`config.mk`:
```
export PLATFORM = sky130hd
export DESIGN_NAME = time_of_day_counter
export DESIGN_NICKNAME = d
export VERILOG_FILES = /design/src/rtl/clock_pkg.sv /design/src/rtl/bcd_digit_counter.sv /design/src/rtl/time_of_day_counter.sv
export SDC_FILE = /design/constraint.sdc
export NUM_CORES = 1
export LEC_CHECK = 0
export ABC_CLOCK_PERIOD_IN_PS = 3300
export CELL_PAD_IN_SITES_DETAIL_PLACEMENT = 0
export CELL_PAD_IN_SITES_GLOBAL_PLACEMENT = 2
export CORE_MARGIN = 3
export CORE_UTILIZATION = 27
export CTS_CLUSTER_DIAMETER = 150
export DETAILED_ROUTE_END_ITERATION = 10
export HOLD_SLACK_MARGIN = 0.08
export MAX_ROUTING_LAYER = met4
export PLACE_DENSITY = 0.86
export SYNTH_ARGS = -nofsm -noshare
export SYNTH_HDL_FRONTEND = slang
export SYNTH_HIERARCHICAL = 1
export SYNTH_SLANG_ARGS = --single-unit
```
`constraint.sdc`:
```
create_clock -name CLK -period 3.3 [get_ports CLK]
set_clock_uncertainty 0.05 [all_clocks]
set_input_delay 0.495 -clock CLK [delete_from_list [all_inputs] [get_ports CLK]]
set_output_delay 0.495 -clock CLK [all_outputs]
set_load 0.05 [all_outputs]
```
`src/rtl/clock_pkg.sv`:
```
// Shared widths, digit limits and state encoding for the time-of-day counter.
package clock_pkg;

  localparam int unsigned HOUR_TENS_W    = 2;
  localparam int unsigned TENS_W         = 3;
  localparam int unsigned ONES_W         = 4;

  localparam int unsigned ONES_MAX       = 9;
  localparam int unsigned TENS_MAX       = 5;
  localparam int unsigned HOUR_TENS_MAX  = 2;
  localparam int unsigned HOUR_WRAP_TENS = 2;
  localparam int unsigned HOUR_WRAP_ONES = 3;

  typedef enum logic {
    RUN = 1'b0,
    SET = 1'b1
  } state_t;

  // Elaboration-time split of a binary reset constant into BCD digits.
  function automatic int unsigned tens_of(input int unsigned v);
    return v / 10;
  endfunction

  function automatic int unsigned ones_of(input int unsigned v);
    return v % 10;
  endfunction

endpackage

```
`src/rtl/bcd_digit_counter.sv`:
```
// One BCD digit: counts 0..MAX on Inc, clears on Clr, flags Carry on MAX->0.
module bcd_digit_counter #(
  parameter int unsigned WIDTH       = 4,
  parameter int unsigned MAX         = 9,
  parameter int unsigned RESET_VALUE = 0
) (
  input  logic             CLK,
  input  logic             RST,
  input  logic             Inc,
  input  logic             Clr,
  output logic [WIDTH-1:0] Value,
  output logic             Carry
);

  logic at_max_c;

  assign at_max_c = (Value == WIDTH'(MAX));
  assign Carry    = Inc && at_max_c;

  // Clr has priority so a joint wrap can override a pending increment.
  always_ff @(posedge CLK or posedge RST) begin
    if (RST) begin
      Value <= WIDTH'(RESET_VALUE);
    end else if (Clr) begin
      Value <= '0;
    end else if (Inc) begin
      Value <= at_max_c ? '0 : Value + WIDTH'(1);
    end
  end

endmodule

```
`src/rtl/time_of_day_counter.sv`:
```
// 24-hour BCD time-of-day counter with a set mode for adjusting hours/minutes.
module time_of_day_counter
  import clock_pkg::*;
#(
  parameter int unsigned RESET_HOUR   = 0,
  parameter int unsigned RESET_MINUTE = 0
) (
  input  logic                   CLK,
  input  logic                   RST,
  input  logic                   Tick,
  input  logic                   SetMode,
  input  logic                   IncHour,
  input  logic                   IncMin,
  output logic [HOUR_TENS_W-1:0] HourTens,
  output logic [ONES_W-1:0]      HourOnes,
  output logic [TENS_W-1:0]      MinTens,
  output logic [ONES_W-1:0]      MinOnes,
  output logic [TENS_W-1:0]      SecTens,
  output logic [ONES_W-1:0]      SecOnes,
  output logic                   InSet,
  output logic                   DayWrap
);

  state_t state_q, state_d;
  logic   run_c, set_c;

  logic sec_ones_inc_c, sec_clr_c;
  logic sec_ones_carry_c, sec_tens_carry_c;
  logic min_ones_inc_c, min_ones_carry_c, min_tens_carry_c;
  logic hour_from_min_c, hour_inc_c, hour_wrap_c, hour_clr_c;
  logic hour_ones_carry_c, hour_tens_carry_c;

  // State and registered status outputs.
  always_ff @(posedge CLK or posedge RST) begin
    if (RST) begin
      state_q <= RUN;
      InSet   <= 1'b0;
      DayWrap <= 1'b0;
    end else begin
      state_q <= state_d;
      InSet   <= (state_d == SET);
      DayWrap <= hour_wrap_c && hour_from_min_c;
    end
  end

  // Counting/adjust enables only apply on cycles that stay in the same state.
  always_comb begin
    state_d = state_q;
    run_c   = 1'b0;
    set_c   = 1'b0;
    case (state_q)
      RUN: begin
        if (SetMode) state_d = SET;
        else         run_c   = 1'b1;
      end
      SET: begin
        if (!SetMode) state_d = RUN;
        else          set_c   = 1'b1;
      end
      default: state_d = RUN;
    endcase
  end

  assign sec_ones_inc_c  = run_c && Tick;
  assign sec_clr_c       = SetMode;
  assign min_ones_inc_c  = sec_tens_carry_c || (set_c && IncMin);
  assign hour_from_min_c = min_tens_carry_c && run_c;
  assign hour_inc_c      = hour_from_min_c || (set_c && IncHour);
  assign hour_wrap_c     = hour_inc_c
                           && (HourTens == HOUR_TENS_W'(HOUR_WRAP_TENS))
                           && (HourOnes == ONES_W'(HOUR_WRAP_ONES));
  // A tens carry past the top hour can only mean wrap, so fold it into the clear.
  assign hour_clr_c      = hour_wrap_c || hour_tens_carry_c;

  bcd_digit_counter #(.WIDTH(ONES_W), .MAX(ONES_MAX), .RESET_VALUE(0)) u_sec_ones (
    .CLK(CLK), .RST(RST), .Inc(sec_ones_inc_c), .Clr(sec_clr_c),
    .Value(SecOnes), .Carry(sec_ones_carry_c)
  );

  bcd_digit_counter #(.WIDTH(TENS_W), .MAX(TENS_MAX), .RESET_VALUE(0)) u_sec_tens (
    .CLK(CLK), .RST(RST), .Inc(sec_ones_carry_c), .Clr(sec_clr_c),
    .Value(SecTens), .Carry(sec_tens_carry_c)
  );

  bcd_digit_counter #(.WIDTH(ONES_W), .MAX(ONES_MAX),
                      .RESET_VALUE(ones_of(RESET_MINUTE))) u_min_ones (
    .CLK(CLK), .RST(RST), .Inc(min_ones_inc_c), .Clr(1'b0),
    .Value(MinOnes), .Carry(min_ones_carry_c)
  );

  bcd_digit_counter #(.WIDTH(TENS_W), .MAX(TENS_MAX),
                      .RESET_VALUE(tens_of(RESET_MINUTE))) u_min_tens (
    .CLK(CLK), .RST(RST), .Inc(min_ones_carry_c), .Clr(1'b0),
    .Value(MinTens), .Carry(min_tens_carry_c)
  );

  bcd_digit_counter #(.WIDTH(ONES_W), .MAX(ONES_MAX),
                      .RESET_VALUE(ones_of(RESET_HOUR))) u_hour_ones (
    .CLK(CLK), .RST(RST), .Inc(hour_inc_c), .Clr(hour_clr_c),
    .Value(HourOnes), .Carry(hour_ones_carry_c)
  );

  bcd_digit_counter #(.WIDTH(HOUR_TENS_W), .MAX(HOUR_TENS_MAX),
                      .RESET_VALUE(tens_of(RESET_HOUR))) u_hour_tens (
    .CLK(CLK), .RST(RST), .Inc(hour_ones_carry_c), .Clr(hour_clr_c),
    .Value(HourTens), .Carry(hour_tens_carry_c)
  );

endmodule

```
After elaboration in Yosys (flattened, before gate mapping)
Cells that the tools add are included.
- add/subtract/negate cells: 6
- $mul: 0
- divide/modulo/power cells: 0
- order comparisons: 0
- eq/ne operators: 7
- shift operators: 0
- mux-type cells: 18
- bitwise operators: 0
- reduce and logical (&&, ||, !) cells: 20
- operator list (operator ; count):
    $mux 4 ; 7
    $logic_and 1x1->1 ; 13
    $add 4x1->4 const B ; 3
    $eq 4x4->1 const B ; 3
    $mux 3 ; 4
    $reduce_bool 2->1 ; 4
    $add 3x1->3 const B ; 2
    $eq 3x3->1 const B ; 2
    $mux 2 ; 3
    $eq 4x2->1 const B ; 1
    $mux 1 ; 4
    $logic_or 1x1->1 ; 3
    $add 2x1->2 const B ; 1
    $eq 2x2->1 const B ; 1
- register bits after elaboration: 22
- bits in latches: 0
- memory bits (writable): 0
- ROM bits: 0
- input port bits: 6
- output and inout port bits: 22
- word-level logic and storage cells: 59
- memories kept: 0

Depth between registers and ports, before layout
Gate-level depths: netlist of the first run.
- depth after elaboration: 14
- depth in mapped cells: 17
- depth with buffers taken out: 17

By module
Netlist of the first run, hierarchy kept.
- by module, submodules not included (module ; times used ; cells each ; area each (sq um) ; sequential area each (sq um)):
    bcd_digit_counter (u_hour_ones ...) ; 3 ; 27 ; 244.0 ; 100.1
    bcd_digit_counter (u_min_tens ...) ; 2 ; 13 ; 152.6 ; 75.1
    time_of_day_counter ; 1 ; 12 ; 122.6 ; 50.0
    bcd_digit_counter (u_hour_tens) ; 1 ; 11 ; 100.1 ; 50.0

Worst setup path before layout of the first run
OpenSTA, ideal clock, no wires.
- kind: flip-flop to flip-flop
- start point: register state_q
- end point: register u_hour_tens.Value[0]
- setup time: 0.078 ns
- arrival time: 3.652 ns
- required time: 3.172 ns
- path slack: -0.479 ns
- stages on the path, launching flop included: 15
- buffers on the path: 0
- clock period less this slack: 3.779 ns
- cells stage by stage: dfrtp_1 -> nor3b_1 -> inv_1 -> nor2_1 -> and4b_2 -> a31o_1 -> inv_1 -> nor2_1 -> and4b_2 -> nor3b_2 -> a31o_1 -> inv_1 -> nor2_1 -> or3b_1 -> a21oi_1
- word-level cells in the longest chain between the ends: 13
- elaborated cells on any way between the ends: 19
- those cells by class: mux (3); reduce/logical (16)
- ends and longest elaborated chain (item ; RTL line ; source):
    start, declared ; time_of_day_counter.sv:24 ; state_t state_q, state_d;
    start signal, assigned ; time_of_day_counter.sv:40 ; state_q <= state_d;
    $mux 1 (*) ; time_of_day_counter.sv:51 ; case (state_q)
    $logic_and 1x1->1 (*) ; time_of_day_counter.sv:64 ; assign sec_ones_inc_c = run_c && Tick;
    via sec_ones_inc_c ; time_of_day_counter.sv:27 ; logic sec_ones_inc_c, sec_clr_c;
    $logic_and 1x1->1 (*) ; bcd_digit_counter.sv:18 ; assign Carry = Inc && at_max_c;
    via sec_ones_carry_c ; time_of_day_counter.sv:28 ; logic sec_ones_carry_c, sec_tens_carry_c;
    $logic_and 1x1->1 (*) ; bcd_digit_counter.sv:18 ;
    via sec_tens_carry_c ; time_of_day_counter.sv:28 ;
    $logic_or 1x1->1 (*) ; time_of_day_counter.sv:66 ; assign min_ones_inc_c = sec_tens_carry_c || (set_c && IncMin);
    via min_ones_inc_c ; time_of_day_counter.sv:29 ; logic min_ones_inc_c, min_ones_carry_c, min_tens_carry_c;
    [1 not listed] ; -- ;
    via min_ones_carry_c ; time_of_day_counter.sv:29 ;
    [1 not listed] ; -- ;
    via min_tens_carry_c ; time_of_day_counter.sv:29 ;
    $logic_and 1x1->1 (*) ; time_of_day_counter.sv:67 ; assign hour_from_min_c = min_tens_carry_c && run_c;
    $logic_or 1x1->1 (*) ; time_of_day_counter.sv:68 ; assign hour_inc_c = hour_from_min_c || (set_c && IncHour);
    via hour_inc_c ; time_of_day_counter.sv:30 ; logic hour_from_min_c, hour_inc_c, hour_wrap_c, hour_clr_c;
    $logic_and 1x1->1 (*) ; bcd_digit_counter.sv:18 ;
    via hour_ones_carry_c ; time_of_day_counter.sv:31 ; logic hour_ones_carry_c, hour_tens_carry_c;
    $logic_and 1x1->1 ; bcd_digit_counter.sv:18 ;
    $logic_or 1x1->1 ; time_of_day_counter.sv:73 ; assign hour_clr_c = hour_wrap_c || hour_tens_carry_c;
    $mux 2 or $reduce_bool 2->1 (tied branches) ; -- ;
    end signal, assigned ; bcd_digit_counter.sv:23 ; Value <= WIDTH'(RESET_VALUE);
    end signal, assigned ; bcd_digit_counter.sv:27 ; Value <= at_max_c ? '0 : Value + WIDTH'(1);
    end, declared ; bcd_digit_counter.sv:11 ; output logic [WIDTH-1:0] Value,
The timed path passes the listed nets; every way through them passes the cells marked *.
A chain may end at the register's enable or synchronous reset.

Final worst setup path of the first run
- start point: input SetMode
- end point: register u_hour_tens.Value[0]
- word-level cells in the longest chain between the ends: 14
- elaborated cells on any way between the ends: 21
- those cells by class: mux (5); reduce/logical (16)
- ends and longest elaborated chain (item ; RTL line ; source):
    start, declared ; time_of_day_counter.sv:11 ; input logic SetMode,
    $mux 1 (*) ; time_of_day_counter.sv:53 ; if (SetMode) state_d = SET;
    $mux 1 (*) ; time_of_day_counter.sv:51 ;
    $logic_and 1x1->1 (*) ; time_of_day_counter.sv:64 ;
    via sec_ones_inc_c ; time_of_day_counter.sv:27 ;
    $logic_and 1x1->1 (*) ; bcd_digit_counter.sv:18 ;
    via sec_ones_carry_c ; time_of_day_counter.sv:28 ;
    $logic_and 1x1->1 (*) ; bcd_digit_counter.sv:18 ;
    via sec_tens_carry_c ; time_of_day_counter.sv:28 ;
    [1 not listed] ; -- ;
    via min_ones_inc_c ; time_of_day_counter.sv:29 ;
    [1 not listed] ; -- ;
    via min_ones_carry_c ; time_of_day_counter.sv:29 ;
    [1 not listed] ; -- ;
    via min_tens_carry_c ; time_of_day_counter.sv:29 ;
    $logic_and 1x1->1 (*) ; time_of_day_counter.sv:67 ;
    $logic_or 1x1->1 (*) ; time_of_day_counter.sv:68 ;
    via hour_inc_c ; time_of_day_counter.sv:30 ;
    $logic_and 1x1->1 (*) ; bcd_digit_counter.sv:18 ;
    via hour_ones_carry_c ; time_of_day_counter.sv:31 ;
    $logic_and 1x1->1 ; bcd_digit_counter.sv:18 ;
    $logic_or 1x1->1 ; time_of_day_counter.sv:73 ;
    $mux 2 or $reduce_bool 2->1 (tied branches) ; -- ;
Marks and branches as above.

==> results of run 1 <==
report_power, final:
group          switching [mW]  internal [mW]  leakage [nW]
logic                   0.160         0.0960         0.422
registers              0.0515          0.296         0.292
clock network          0.0849          0.106        0.0288
flip-flops by register name, indices dropped and copies added, names as in the netlist:
name               count
u_hour_ones/Value      4
state_q                1
u_min_tens/Value       3
u_hour_tens/Value      2
u_sec_tens/Value       3
u_sec_ones/Value       4
u_min_ones/Value       4
DayWrap                1
synthesized netlist by cell type (all sizes together):
| cell | number |
|---|---|
| a21boi | 3 |
| nor3 | 1 |
| inv | 13 |
| conb | 1 |
| a21bo | 4 |
| nand3b | 10 |
| a21oi | 18 |
| ha | 6 |
| or3b | 1 |
| nand2 | 16 |
| and4b | 5 |
| nor3b | 2 |
| xnor2 | 2 |
| nand2b | 2 |
| a21o | 1 |
| a31o | 2 |
| and2 | 1 |
| nand4bb | 2 |
| dfrtp | 22 |
| nand4b | 3 |
| nor2 | 6 |
| o21ai | 6 |
| a211o | 3 |
cells by family after synthesis:
family / Yosys count
and+or+nand+nor: 49
DFF: 22
xor gates and xnor gates: 2
buffers and inverters: 13
adders and majority gates: 6
other: 1
AOI/OAI and AO/OA: 37
worst max path at each step:
| stage | start | endpoint | slack (ns) | cells past startpoint |
|---|---|---|---|---|
| 2_1_floorplan | state_q | u_hour_tens/Value[0] | 0.03 | 14 |
| 3_5_place_dp | SetMode | u_hour_ones/Value[0] | -0.02 | 17 |
| 5_1_grt | SetMode | u_hour_ones/Value[1] | 0.02 | 17 |
| 3_3_place_gp | SetMode | u_hour_ones/Value[1] | 0.01 | 17 |
| 4_1_cts | SetMode | u_hour_ones/Value[0] | 0.24 | 17 |
| 6_report | SetMode | u_hour_tens/Value[0] | 0.25 | 15 |
area by class of cell:
class | instances | area (um2) | share of cell area
clock buffers | 4 | 55.1 | 0.0312
multi-input cells | 101 | 704 | 0.399
inverters | 13 | 48.8 | 0.0276
flip-flops and latches | 22 | 554 | 0.314
well taps | 52 | 65.1 | 0.0369
repair buffers | 36 | 338 | 0.191
stage by stage:
stage | cells | hold WS (ns) | TNS (ns) | power (mW) | utilization
3_3_place_gp | 224 | 0.532 | 0 | 0.603 | 0.385
2_1_floorplan | 136 | 0.186 | 0 | 0.507 | -
3_5_place_dp | 224 | 0.547 | -0.0830 | 0.609 | 0.385
4_1_cts | 228 | 0.559 | 0 | 0.806 | 0.397
6_report | 228 | 0.557 | 0 | 0.795 | 0.397
5_1_grt | 228 | 0.584 | 0 | 0.839 | 0.397
layer usage:
metal,GRT usage,routed length (um),vias up
li1,-,-,542
met1,0.133,1340,516
met2,0.208,1550,18
met3,0.0230,86,2
met4,0.0494,32,0
met5,-,0,-
worst max-delay path: cells and delay by family:
kind                   cells  cell delay, ns
AND/OR/NAND/NOR            8            1.60
buffers and inverters      4            0.70
AO/OA/AOI/OAI              3            0.40
==> metrics.txt, run 1 <==
status=finished, final reports clean; mux cell area share after synthesis=0; worst-skew pair later-pin latency=0.26 ns; clk slew on worst S/H paths=0.08 ns; Initial Util=0.284; Routed Antenna Nets=0; RSZ-0062 raised after global routing=no; Port Buffers=27; post-synthesis sequential area ratio=0.437; Post-Route WL=3.00 mm; Synth area leaders=dfrtp_1 44%, a21oi_1 6.0%, ha_1 6.0%, nand3b_1 6.0%, inv_1 3.9%; Leak=0.743 nW; most common cell after layout, fill and taps aside=clkdlybuf4s50_1; root buf cell=clkbuf_8; syn avg cell area=9.69 um2; Post-CTS Setup Bufs=0; Largest stage delay, worst path=0.48 ns; Synth Cell Area=1260 um2; post-route setup slack=0.245 ns; routed vias/inst=4.73; total core area=4440 um2; DRC errors left=0; R2R setup slack=0.41 ns; Final GP Congestion=0.739; cts bufs inserted=3; Slew Limit Fails=0; slowest stage cell on the critical path=clkdlybuf4s50_1; Area growth syn-to-layout=40.1%; cell area after layout=1770 um2; Routed WL per cell=13.2 um; Layout fillers=452; Hold Vio Cnt, Final=0; CTS tree=done; Synth top area share=0.437; vias in the first global route=1132; synthesized flop and latch total=22; # rows=24; Hold WC Path Type=flip-flop to flip-flop; max_slew headroom=0.663; most frequent cells in the layout=27 x clkdlybuf4s50_1, 19 x dfrtp_1, 15 x a21oi_1, 13 x inv_1, 13 x nand2_1; Synth area leader=dfrtp_1; clock sink total=22; Critical Path AT=3.19 ns; reg2reg end=u_hour_tens/Value[0]; Reg2Reg Depth=15; DIE AREA=5520 um2; Hold Path Stages=2; fraction of layout cells with a size suffix above 1=0.159; critical path type=input port to flip-flop; DP HPWL=2.26 mm; total number of yosys warnings=6; # H-tree levels=1; Nets=189; first-pass GRT wire length=4.99 mm; Ports=28; die height=74.3 um; Congestion Overflow GR=0; post-synth cell types=28; initial antenna violation count=0; Hold Path Origin=u_sec_ones/Value[3]; CP required=3.44 ns; Worst setup EP type=flip-flop; die width=74.3 um; CP max FO=3; startpoint types=input port; Vias=1078; Peak supply drop=0.000387 V; cts repair resizes=0; crit path time final=3.05 ns; fin crit share=0.926; Syn Inst Count=130; PD cells=450 nW/um2; CTS max path bufs=2; pre-CTS setup slack=-0.0249 ns; Placed Area=1710 um2; Max Fclk=327 MHz; CP cell instances=clkdlybuf4s50_1 > nor3b_4 > inv_1 > nor2_4 > and4b_2 > a31o_1 > inv_1 > nor2_2 > and4b_2 > nor3b_2 > a31o_1 > inv_1 > nor2_1 > or3b_1 > a21oi_1; DRT iter0 DRCs=31; RR Startpoint=u_sec_ones/Value[1]; Worst Tran Pin Value=0.504 ns; # diodes=0; CP dominant cell by count=inv_1; simple-gate share of the synthesized area=0.253; DRT Pass-1 Iters=4; final setup violation count=0; cts hold-fix bufs=0; Synth Area in Adders=0.0596; Hold Crit Endpoint=u_sec_ones/Value[3]; Synth Area in Compound Gates=0.195; xor/xnor cell area share of the yosys netlist=0.0139; largest net degree at the start of global routing=13; max-cap viol count=0; main combinational cell family by area after synthesis=simple AND/OR/NAND/NOR gates; Total Routing Usage GR=0.119
Note: power is estimated with default switching activity, not from simulation.
==> run 2, diff against run 1 <==
--- a/config.mk
+++ b/config.mk
@@ -12,6 +12,7 @@
 export CORE_UTILIZATION = 27
 export CTS_CLUSTER_DIAMETER = 150
 export DETAILED_ROUTE_END_ITERATION = 10
+export GPL_ROUTABILITY_DRIVEN = 0
 export HOLD_SLACK_MARGIN = 0.08
 export MAX_ROUTING_LAYER = met4
 export PLACE_DENSITY = 0.86
==> results of run 2 <==
No change in the layout: final DEF, timing and power equal those of run 1.
